--- config.mk ---
export PLATFORM = sky130hd
export DESIGN_NAME = perceptron_train_sequencer
export DESIGN_NICKNAME = d
export VERILOG_FILES = /design/src/rtl/perceptron_train_sequencer_pkg.sv /design/src/rtl/perceptron_sample_mem.sv /design/src/rtl/perceptron_train_sequencer.sv
export SDC_FILE = /design/constraint.sdc
export NUM_CORES = 1
export LEC_CHECK = 0
export CAP_MARGIN = 20
export CORE_MARGIN = 10
export CORE_UTILIZATION = 50
export DETAILED_ROUTE_END_ITERATION = 8
export DONT_BUFFER_PORTS = 1
export GPL_TIMING_DRIVEN = 0
export HOLD_SLACK_MARGIN = 0.06
export MAX_ROUTING_LAYER = met4
export PLACE_DENSITY = 0.69
export SLEW_MARGIN = 10
export SYNTH_ARGS = -nofsm -noshare
export SYNTH_HDL_FRONTEND = slang
export SYNTH_HIERARCHICAL = 1
export SYNTH_SLANG_ARGS = --single-unit
--- constraint.sdc ---
create_clock -name clk -period 7 [get_ports clk]
set_input_delay 1.05 -clock clk [delete_from_list [all_inputs] [get_ports clk]]
set_output_delay 1.05 -clock clk [all_outputs]
set_load 0.01 [all_outputs]
--- src/rtl/perceptron_train_sequencer_pkg.sv ---
// Shared types for the perceptron training sequencer: Q8.8 fixed point,
// sequencer states and the stored sample format.
package perceptron_train_sequencer_pkg;
  localparam int SFP_W    = 16;
  localparam int SFP_FRAC = 8;

  typedef logic signed [SFP_W-1:0] sfp;

  localparam sfp SFP_ONE = sfp'(1 <<< SFP_FRAC);

  function automatic sfp int_to_sfp(input int i);
    return sfp'(i <<< SFP_FRAC);
  endfunction

  // Sample width is fixed here; the top's INPUT_UNITS must match it.
  localparam int SEQ_INPUT_UNITS       = 2;
  localparam int DEFAULT_SAMPLE_CYCLES = 2;

  typedef enum logic [2:0] {
    ST_IDLE,
    ST_TRAIN,
    ST_EVAL,
    ST_CHECK,
    ST_DONE
  } seq_state_e;

  typedef struct packed {
    sfp [SEQ_INPUT_UNITS-1:0] values;
    sfp                       expected;
  } sample_t;
endpackage

--- src/rtl/perceptron_sample_mem.sv ---
// Labelled sample store: one synchronous write port, combinational read.
module perceptron_sample_mem
  import perceptron_train_sequencer_pkg::*;
#(
  parameter int DEPTH  = 16,
  parameter int ADDR_W = $clog2(DEPTH)
)(
  input  logic              clk,
  input  logic              we,
  input  logic [ADDR_W-1:0] waddr,
  input  sample_t           wdata,
  input  logic [ADDR_W-1:0] raddr,
  output sample_t           rdata
);
  sample_t mem [DEPTH];

  // Contents deliberately survive reset so a run can follow a reset without reload.
  always_ff @(posedge clk)
    if (we) mem[waddr] <= wdata;

  assign rdata = mem[raddr];
endmodule

--- src/rtl/perceptron_train_sequencer.sv ---
// Drives a perceptron through train/evaluate epochs over a local sample store,
// stopping on a fully correct evaluation pass or at the epoch limit.
module perceptron_train_sequencer
  import perceptron_train_sequencer_pkg::*;
#(
  parameter int  INPUT_UNITS   = SEQ_INPUT_UNITS,
  parameter int  MAX_SAMPLES   = 16,
  parameter int  SAMPLE_CYCLES = DEFAULT_SAMPLE_CYCLES,
  parameter int  EPOCH_W       = 8,
  localparam int CNT_W         = $clog2(MAX_SAMPLES+1),
  localparam int ADDR_W        = $clog2(MAX_SAMPLES)
)(
  input  logic                   clk,
  input  logic                   rst,
  input  logic                   start,
  input  logic                   abort,
  input  logic [CNT_W-1:0]       cfg_num_samples,
  input  logic [EPOCH_W-1:0]     cfg_max_epochs,
  input  sfp                     cfg_learning_rate,
  input  logic                   wr_en,
  input  logic [ADDR_W-1:0]      wr_addr,
  input  sfp [INPUT_UNITS-1:0]   wr_values,
  input  sfp                     wr_expected,
  output sfp [INPUT_UNITS-1:0]   pc_values,
  output sfp                     pc_expected,
  output logic                   pc_training,
  output sfp                     pc_learning_rate,
  input  sfp                     pc_prediction,
  output logic                   busy,
  output logic                   done,
  output logic                   converged,
  output logic [EPOCH_W-1:0]     epoch_count,
  output logic [CNT_W-1:0]       last_correct
);
  localparam int CYC_W = $clog2(SAMPLE_CYCLES);

  seq_state_e         state_q, state_d;
  logic [CNT_W-1:0]   n_q, correct_q, n_eff;
  logic [EPOCH_W-1:0] max_ep_q;
  sfp                 lr_q;
  logic [ADDR_W-1:0]  idx_q;
  logic [CYC_W-1:0]   cyc_q;
  sample_t            wr_sample, rd_sample;
  logic               slot_end, last_slot, presenting, all_correct, last_epoch;
  logic               wr_ok, mem_we;

  assign n_eff       = (cfg_num_samples > CNT_W'(MAX_SAMPLES)) ? CNT_W'(MAX_SAMPLES) : cfg_num_samples;
  assign slot_end    = (cyc_q == CYC_W'(SAMPLE_CYCLES-1));
  assign last_slot   = ((CNT_W'(idx_q) + CNT_W'(1)) == n_q);
  assign presenting  = (state_q == ST_TRAIN) || (state_q == ST_EVAL);
  assign all_correct = (correct_q == n_q);
  assign last_epoch  = ((epoch_count + EPOCH_W'(1)) == max_ep_q);
  assign wr_ok       = (32'(wr_addr) < 32'(MAX_SAMPLES));
  assign mem_we      = wr_en && wr_ok && (state_q == ST_IDLE);
  assign wr_sample   = {wr_values, wr_expected};

  perceptron_sample_mem #(
    .DEPTH  (MAX_SAMPLES),
    .ADDR_W (ADDR_W)
  ) u_mem (
    .clk   (clk),
    .we    (mem_we),
    .waddr (wr_addr),
    .wdata (wr_sample),
    .raddr (idx_q),
    .rdata (rd_sample)
  );

  assign pc_values        = presenting ? rd_sample.values : '0;
  assign pc_expected      = presenting ? rd_sample.expected : '0;
  assign pc_training      = (state_q == ST_TRAIN);
  assign busy             = presenting || (state_q == ST_CHECK);
  assign pc_learning_rate = busy ? lr_q : '0;
  assign done             = (state_q == ST_DONE);

  always_comb begin
    state_d = state_q;
    case (state_q)
      ST_IDLE:
        if (start) state_d = (n_eff == '0 || cfg_max_epochs == '0) ? ST_DONE : ST_TRAIN;
      ST_TRAIN:
        if (slot_end && last_slot) state_d = ST_EVAL;
      ST_EVAL:
        if (slot_end && last_slot) state_d = ST_CHECK;
      ST_CHECK:
        state_d = (all_correct || last_epoch) ? ST_DONE : ST_TRAIN;
      ST_DONE:
        state_d = ST_IDLE;
      default:
        state_d = ST_IDLE;
    endcase
    if (abort) state_d = ST_IDLE;
  end

  always_ff @(posedge clk) begin
    if (!rst) begin
      state_q      <= ST_IDLE;
      n_q          <= '0;
      max_ep_q     <= '0;
      lr_q         <= '0;
      idx_q        <= '0;
      cyc_q        <= '0;
      correct_q    <= '0;
      converged    <= 1'b0;
      epoch_count  <= '0;
      last_correct <= '0;
    end else begin
      state_q <= state_d;
      // Abort suppresses every bookkeeping update in its cycle.
      if (!abort) begin
        case (state_q)
          ST_IDLE:
            if (start) begin
              n_q          <= n_eff;
              max_ep_q     <= cfg_max_epochs;
              lr_q         <= cfg_learning_rate;
              idx_q        <= '0;
              cyc_q        <= '0;
              correct_q    <= '0;
              converged    <= 1'b0;
              epoch_count  <= '0;
              last_correct <= '0;
            end
          ST_TRAIN, ST_EVAL: begin
            if (slot_end) begin
              cyc_q <= '0;
              idx_q <= last_slot ? '0 : idx_q + 1'b1;
              if (state_q == ST_TRAIN && last_slot) correct_q <= '0;
            end else begin
              cyc_q <= cyc_q + 1'b1;
            end
            if (state_q == ST_EVAL && slot_end && pc_prediction == rd_sample.expected)
              correct_q <= correct_q + 1'b1;
          end
          ST_CHECK: begin
            last_correct <= correct_q;
            epoch_count  <= epoch_count + 1'b1;
            if (all_correct) converged <= 1'b1;
          end
          default: ;
        endcase
      end
    end
  end
endmodule

==> metrics.yaml, run 1 <==
cts_tree: "built"
ios: 183
ctsHtreeMaxLevel: 3
post_cts_buffers: 0
start_kind: "flop"
synth_cell_type_count: 52
synth-main-ff-cell: "edfxtp_1"
overflow: 0
path_cells: "nor2b_1 -> clkbuf_1 -> clkbuf_1 -> a22oi_1 -> nand2_1 -> and2_1"
rr_startpoint: "idx_q[1]"
synth.avg_cell_area_sq_um: 19.52
dieArea_sq_um: 74630
holdBufCountCts: 0
ys_ff_latch: 824
grt_usage_pct: 20.89
timing.rr.end: "correct_q[0]"
cts_root_buf: "clkbuf_16"
final-hold-violation-count: 0
grt_antenna_before_repair: 2
worstSkewPairLatency_ps: 640
drc: 0
whs_path_depth: 2
critPathMaxStageDelay_ps: 750
whs_ps: 457.4
reg2regPathDepth: 11
crit_type: "reg -> out"
cts.repair.resized: 0
ir_drop_mv: 0.2892
first_pass_iters: 5
drv_cap: 0
syn_to_final_growth_pct: 15.08
synth_fp_nets: 1747
viasPerCell: 6.110
status: "finished, final reports clean"
dp_hpwl_mm: 49.47
core_region_area_sq_um: 63310
cpLargestDelayFamily: "buffers and inverters"
worst_slew_pin_slew_ps: 959.5
hp-start: "lr_q[11]"
grt_pass1_wl_mm: 111.6
final_nets: 1886
fin_skew_ps: 28.81
place.gp.congestion: 0.8902
cts.clk_slew.worst_paths_ps: 60
cp_max_fo: 10
grt_max_degree: 23
routed_wl_mm: 76.12
syn_area_sq_um: 32050
die_h_um: 273.2
final_area_sq_um: 36890
die_width_um: 273.2
rrSetupSlack_ps: 2660
layout-drive-gt1-share_pct: 22.54
slew_headroom_pct: 36.04
p_leak_uw: 0.01139
placementRows: 92
hold-path-endpoint: "lr_q[11]"
hp-class: "reg -> reg"
synth_cells: 1642
critPathSlowestCell: "clkbuf_1"
cellPowerDensity_nw_per_um2: 279.3
start_util_pct: 50.63
synth-edff-count: 768
clock.fmax_ghz: 0.2220
cp.arrival_ps: 3450
ys_seq_area_share_pct: 75.45
fill_cells: 4576
slew_violations: 0
grt_pass1_vias: 16810
period_needed_ps: 4504
critPathCaptureType: "output port"
critPathBufInv: 2
postPlaceCellArea_sq_um: 34030
clockBufferDepth: 3
route.antenna.remaining_nets: 0
rsz0062_at_grt: "no"
setup_tns_ps: 0
crit_top_cell: "clkbuf_1"
critPathRequiredTime_ps: 5950
routedWlPerCell_um: 28.22
period_share_pct: 64.34
yosysWarnings: 6
ys_async_sr_fraction_pct: 0
cts.sinks: 824
drt_iter0_drc: 1826
io_buffers: 0
setup_viol: 0
numCtsBuffers: 84
vias: 16480
## sequential cells by signal, summed over array words and instances, names as in the netlist
| register | flops |
|---|---|
| u_mem/mem | 768 |
| lr_q | 16 |
| epoch_count | 8 |
| max_ep_q | 8 |
| correct_q | 5 |
| last_correct | 5 |
| n_q | 5 |
| idx_q | 4 |
| state_q | 3 |
| converged | 1 |
| cyc_q | 1 |
## cells by family after synthesis
logic type,count (synthesis),share of synthesized area [%]
AO/OA/AOI/OAI,177,3.662
multiplexers,195,13.58
AND/OR/NAND/NOR,312,4.825
buffers and inverters,93,1.323
XOR/XNOR,38,1.038
adder cells (fa/ha/maj),3,0.1171
flip-flops,824,75.45
## synth_stat cells (all sizes together), types with 2 or more instances
cell type / count / area [sq um]
or3: 6 / 37.54
a22oi: 99 / 743.2
clkbuf: 49 / 183.9
nor3b: 5 / 37.54
or4: 2 / 15.01
edfxtp: 768 / 23060
nand3b: 2 / 15.01
a31oi: 7 / 43.79
and3: 4 / 25.02
dfxtp: 56 / 1121
a21o: 2 / 16.27
nand2: 129 / 484.2
nand4b: 2 / 17.52
and2: 68 / 426.7
nor4: 5 / 37.53
nor2: 35 / 133.9
nor2b: 4 / 25.02
o21ai: 11 / 55.05
nand4: 6 / 43.79
inv: 2 / 7.510
nand3: 23 / 115.1
xor2: 9 / 78.83
a21oi: 49 / 245.2
nand2b: 3 / 18.77
buf: 41 / 229.0
ha: 3 / 37.54
xnor2: 29 / 254.0
mux4: 192 / 4324
mux2i: 3 / 30.03
nor3: 12 / 60.06
and4b: 2 / 20.02
## worst reg2reg max path, delay by kind of cell, from the launching register on
kind	cells	cell delay [ps]
xor+xnor	1	210
flops	1	490
simple gates	5	1760
compound gates	2	340
buf+inv	2	1060
mux	1	420
## area by class of cell
type,count,area [sq um],area share [%]
Timing Repair Buffer,53,803.3,2.178
Antenna cell,1,2.502,0.006784
Clock inverter,52,629.4,1.706
Sequential cell,824,24180,65.56
Inverter,3,11.26,0.03053
Buffer,90,412.9,1.119
Clock buffer,103,2225,6.031
Tap cell,846,1059,2.870
Multi-Input combinational cell,725,7561,20.50
## stage by stage
stage	utilization (%)	total power [uW]	setup slack, ps	cells
2_1_floorplan	-	5733	1224	1642
3_3_place_gp	52.30	5812	-3860	2488
3_5_place_dp	53.75	5832	2581	2541
4_1_cts	58.26	10380	2493	2696
5_1_grt	58.26	10610	2330	2696
6_report	58.26	10300	2496	2697
## metal layers
| metal | routed length (um) | global-route usage (%) | vias up | share of wire, % |
|---|---|---|---|---|
| li1 | - | - | 6969 | - |
| met1 | 28750 | 25.77 | 8626 | 38 |
| met2 | 37340 | 33.08 | 761 | 49 |
| met3 | 8548 | 6.934 | 122 | 11 |
| met4 | 1478 | 5.263 | 0 | 1.9 |
| met5 | 0 | - | - | 0 |
## layout by cell type (no fill, tap or decap), drive strengths merged, types with 9 or more instances in the layout
master / instances
mux4: 192
xor2: 9
a21oi: 49
nand3: 23
a22oi: 99
bufinv: 12
buf: 94
clkinv: 36
o21ai: 11
nor3: 12
clkbuf: 152
nor2: 35
xnor2: 29
and2: 68
dfxtp: 56
edfxtp: 768
nand2: 129
## report_power, final
part           internal, uW  switching [uW]  total, uW
Clock                  2720            1860       4580
Combinational           100             159        259
Sequential             5450            17.5       5470
## worst max path at each step
stage	start	endpoint	slack [ps]	depth (start not counted)
floorplan	wr_en	u_mem/mem[0][0]	1220	3
CTS	idx_q[3]	pc_values[13]	2490	6
global route	idx_q[3]	pc_values[18]	2330	6
detailed placement	idx_q[1]	correct_q[0]	2580	11
finish	idx_q[3]	pc_values[13]	2500	6
global placement	wr_en	u_mem/mem[0][19]	-3860	3
No activity file was read; power rests on OpenSTA's default activity.
==> inputs of run 2 (changes only) <==
--- a/config.mk
+++ b/config.mk
@@ -13,7 +13,7 @@
 export GPL_TIMING_DRIVEN = 0
 export HOLD_SLACK_MARGIN = 0.06
 export MAX_ROUTING_LAYER = met4
-export PLACE_DENSITY = 0.69
+export PLACE_DENSITY = 0.72
 export SLEW_MARGIN = 10
 export SYNTH_ARGS = -nofsm -noshare
 export SYNTH_HDL_FRONTEND = slang
==> constraint.sdc (replaced) <==
create_clock -name clk -period 3.7 [get_ports clk]
set_input_delay 0.555 -clock clk [delete_from_list [all_inputs] [get_ports clk]]
set_output_delay 0.555 -clock clk [all_outputs]
set_load 0.01 [all_outputs]
==> metrics.yaml, run 2 (synthesis gave the netlist of run 1 again) <==
io_buffers: 0
drt_iter0_drc: 2034
fin_skew_ps: 22.00
setup_viol: 0
critPathSlowestCell: "dfxtp_1"
critPathMaxStageDelay_ps: 550
period_share_pct: 97.02
crit_path_start: "idx_q[2]"
numCtsBuffers: 83
hp-class: "in -> reg"
place.gp.congestion: 0.8577
cellPowerDensity_nw_per_um2: 507.2
use_met3_pct: 5.362
grt_pass1_wl_mm: 117.0
reg2regPathDepth: 11
final_cell_mix: "edfxtp_1, mux4_2, nand2_1, a22oi_1, clkbuf_16"
syn_to_final_growth_pct: 17.71
routedWlPerCell_um: 28.70
top_regs: "u_mem/mem: 768 flops, lr_q: 16 flops"
routed_wl_mm: 79.14
layout-drive-gt1-share_pct: 22.74
viasPerCell: 6.187
critical_path.endpoint: "pc_values[28]"
crit_type: "reg -> out"
whs_ps: 88.26
grt_use_met2_pct: 34.80
postPlaceCellArea_sq_um: 34230
cts_tree: "built"
cp.arrival_ps: 3030
vias: 17060
cts.sinks: 824
drc: 0
core_region_area_sq_um: 63310
die_h_um: 273.2
ctsHtreeMaxLevel: 3
final_nets: 1943
grt_max_degree: 21
fill_cells: 4395
p_leak_uw: 0.01174
overflow: 0
clockBufferDepth: 3
dp_hpwl_mm: 50.17
final_util_pct: 59.59
worstSkewPairLatency_ps: 630
cts_root_buf: "clkbuf_16"
largest_reg_flops: 768
final_area_sq_um: 37730
grt-busiest-layer: "met2"
grt_usage_pct: 21.75
drv_cap: 0
rr_startpoint: "idx_q[0]"
worst_slew_pin_slew_ps: 935.2
ir_drop_mv: 0.3895
critPathBufInv: 2
status: "finished, final reports clean"
path_cells: "nor2b_1 -> clkbuf_2 -> clkbuf_1 -> a22oi_1 -> nand2_1 -> and2_1"
grt_antenna_before_repair: 5
total_power_uw: 19130
critPathCaptureType: "output port"
stdcell_count: 2757
route.antenna.remaining_nets: 0
cts.clk_slew.worst_paths_ps: 60
cpLargestDelayFamily: "buffers and inverters"
first_pass_iters: 5
start_util_pct: 50.63
final-hold-violation-count: 0
timing.rr.end: "correct_q[0]"
top_register: "u_mem/mem"
grt_pass1_vias: 17460
start_kind: "flop"
ios: 183
placementRows: 92
rrSetupSlack_ps: 170
hp-start: "cfg_max_epochs[4]"
slew_headroom_pct: 37.65
clock.fmax_ghz: 0.2786
die_width_um: 273.2
critPathRequiredTime_ps: 3140
cp_max_fo: 11
path_depth: 6
final_common_cell: "edfxtp_1"
grtUsageMet1_pct: 28.01
placedCellCount: 2532
period_needed_ps: 3590
multi_input_area_sq_um: 7654
dieArea_sq_um: 74630
slew_violations: 0
seq_area_sq_um: 24190
-- run 2: layout make-up --
class | count | share of cell area [%]
tap | 846 | 2.806
clock buffer | 107 | 5.999
inverter | 3 | 0.02985
sequential | 824 | 64.11
antenna | 7 | 0.04643
buffer | 89 | 1.373
clock inverter | 44 | 0.9551
timing repair buffer | 112 | 4.391
multi-input combinational | 725 | 20.29
-- run 2: report_power, final --
group	switching, uW	total, uW	internal (uW)
clock	3440	8110	4670
combinational	428	681	253
sequential	35.8	10300	10300
total	3900	19100	15200
-- run 2: how the worst min path moves through the flow --
| stage | end | cells past startpoint |
|---|---|---|
| floorplan | lr_q[0] | 2 |
| finish | max_ep_q[4] | 2 |
| global placement | lr_q[12] | 2 |
| CTS | max_ep_q[4] | 2 |
| global route | state_q[1] | 1 |
| detailed placement | lr_q[5] | 2 |
-- run 2: per-stage QoR --
step                TNS [ps]  worst slack [ps]
global route          -18.53            -18.53
CTS                   -30.56            -30.56
detailed placement     -2751            -721.8
global placement    -2404490             -3734
floorplan             -52430            -317.4
finish                     0             110.3
-- run 2: layer usage --
metal | wire (um) | up-vias | share of wire [%]
met4 | 1277 | 0 | 1.6
li1 | - | 7123 | -
met3 | 8412 | 99 | 11
met1 | 30210 | 8924 | 38
met2 | 39230 | 912 | 50
met5 | 0 | - | 0
-- run 2: timing repair --
action,4_1_cts,5_1_grt
endpoints found under the hold margin,787,0
setup buffers,1,0
hold buffers,67,0
endpoints found under the setup margin,45,28
resized for setup,45,24
pin swaps,4,2
==> inputs of run 3 (changes only) <==
--- a/config.mk
+++ b/config.mk
@@ -5,15 +5,14 @@
 export SDC_FILE = /design/constraint.sdc
 export NUM_CORES = 1
 export LEC_CHECK = 0
-export CAP_MARGIN = 20
 export CORE_MARGIN = 10
-export CORE_UTILIZATION = 50
+export CORE_UTILIZATION = 55
 export DETAILED_ROUTE_END_ITERATION = 8
 export DONT_BUFFER_PORTS = 1
 export GPL_TIMING_DRIVEN = 0
 export HOLD_SLACK_MARGIN = 0.06
 export MAX_ROUTING_LAYER = met4
-export PLACE_DENSITY = 0.72
+export PLACE_DENSITY = 0.77
 export SLEW_MARGIN = 10
 export SYNTH_ARGS = -nofsm -noshare
 export SYNTH_HDL_FRONTEND = slang
==> metrics.yaml, run 3 (synthesis gave the netlist of run 1 again) <==
status: "finished, final reports clean"
final.setup.worst_slack_ps: 47.03
first_pass_iters: 5
placedCellCount: 2449
fill_cells: 3630
wl_met2_mm: 42.47
final_nets: 1940
drv_cap: 0
grt_pass1_wl_mm: 122.3
p_leak_uw: 0.01174
rrSetupSlack_ps: 90
cts_root_buf: "clkbuf_16"
met1_length_mm: 29.77
final_area_sq_um: 37600
cp_max_fo: 10
wl_met3_mm: 9.970
dp_hpwl_mm: 49.95
worstSkewPairLatency_ps: 650
period_share_pct: 98.73
cellPowerDensity_nw_per_um2: 508.9
slew_headroom_pct: 35.55
top_regs: "u_mem/mem: 768 flops, lr_q: 16 flops"
dieArea_sq_um: 68330
crit_type: "reg -> out"
start_kind: "flop"
numCtsBuffers: 81
final_util_pct: 65.17
drc: 0
die_h_um: 261.4
cp.arrival_ps: 3100
viasPerCell: 6.566
top_register: "u_mem/mem"
routedWlPerCell_um: 31.77
rr_startpoint: "idx_q[0]"
routed_wl_mm: 84.97
fin_skew_ps: 56.76
grt_antenna_before_repair: 6
whs_ps: 94.37
stdcell_count: 2675
syn_to_final_growth_pct: 17.31
critPathRequiredTime_ps: 3140
crit_path_start: "idx_q[1]"
final_cell_mix: "edfxtp_1, mux4_2, nand2_1, a22oi_1, clkbuf_16"
drt_iter0_drc: 2817
ios: 183
worst_slew_pin_slew_ps: 966.7
io_buffers: 0
timing.rr.end: "correct_q[0]"
top_layer: "met4"
cts.clk_slew.worst_paths_ps: 60
die_width_um: 261.4
start_util_pct: 55.55
reg2regPathDepth: 12
grt_max_degree: 21
ctsHtreeMaxLevel: 3
layout-drive-gt1-share_pct: 23.29
route.antenna.remaining_nets: 0
cts.sinks: 824
setup_viol: 0
core_region_area_sq_um: 57700
period_needed_ps: 3653
grt_pass1_vias: 18210
cts_tree: "built"
hp-class: "in -> reg"
critical_path.endpoint: "pc_values[20]"
ir_drop_mv: 0.4872
postPlaceCellArea_sq_um: 34070
final_common_cell: "edfxtp_1"
final-hold-violation-count: 0
critPathCaptureType: "output port"
grt_usage_pct: 25.41
clockBufferDepth: 3
overflow: 0
slew_violations: 0
placementRows: 88
place_worst_setup_slack_ps: -832.4
largest_reg_flops: 768
clock.fmax_ghz: 0.2738
vias: 17560
place.gp.congestion: 0.8695
## run 3: cell types whose count changed in the layout (fill, tap and decap cells not counted), sizes merged
cell | before | now
buf | 84 | 93
bufinv | 5 | 6
clkbuf | 157 | 146
clkinv | 35 | 43
clkinvlp | 1 | 0
diode | 7 | 8
dlygate4sd3 | 67 | 57
inv | 6 | 8
## run 3: what timing repair did
action                                  CTS  global route
hold buffers                             57             0
setup buffers                             4             7
hold endpoints to repair                777             0
endpoints found under the setup margin   53            36
pin swaps                                 4             6
gates cloned                              0             0
gates resized for setup                  54            32
## run 3: worst min-delay path by stage
stage	start	end	slack (ps)	cells past startpoint
6_report	cfg_learning_rate[1]	lr_q[1]	90	2
5_1_grt	cfg_learning_rate[1]	lr_q[1]	70	2
4_1_cts	cfg_learning_rate[1]	lr_q[1]	60	2
3_5_place_dp	lr_q[2]	lr_q[2]	440	2
3_3_place_gp	lr_q[12]	lr_q[12]	440	2
2_1_floorplan	lr_q[0]	lr_q[0]	430	2
## run 3: layout make-up
type | instances | area [sq um] | area share, %
timing repair buffer | 110 | 1569 | 4.173
multi-input combinational | 725 | 7651 | 20.35
buffer | 90 | 596.8 | 1.587
antenna | 8 | 20.02 | 0.05324
inverter | 3 | 11.26 | 0.02995
clock buffer | 96 | 2125 | 5.650
clock inverter | 54 | 483.0 | 1.284
tap | 765 | 957.2 | 2.546
sequential | 824 | 24190 | 64.33
## run 3: layer usage
| metal | global-route usage, % | vias up |
|---|---|---|
| met3 | 6.064 | 195 |
| li1 | - | 7103 |
| met1 | 31.88 | 8945 |
| met4 | 9.392 | 0 |
| met2 | 40.18 | 1321 |
| met5 | - | - |
## run 3: through the flow
stage | total power (uW) | setup TNS [ps]
2_1_floorplan | 10850 | -52430
3_3_place_gp | 10990 | -2502480
3_5_place_dp | 11040 | -3282
4_1_cts | 19180 | 0
5_1_grt | 19620 | -32.76
6_report | 19140 | 0
## run 3: worst max-delay path, cell delays in order, from the launching register on
cell and delay, ps:
dfxtp_2 420, buf_4 250, buf_1 750, mux4_2 470, a22oi_1 300, nand2_1 80
and2_1 220
## run 3: report_power, final
part,total (uW),switching [uW],internal (uW)
clock network,8110,3540,4570
logic,685,436,249
registers,10300,41.0,10300
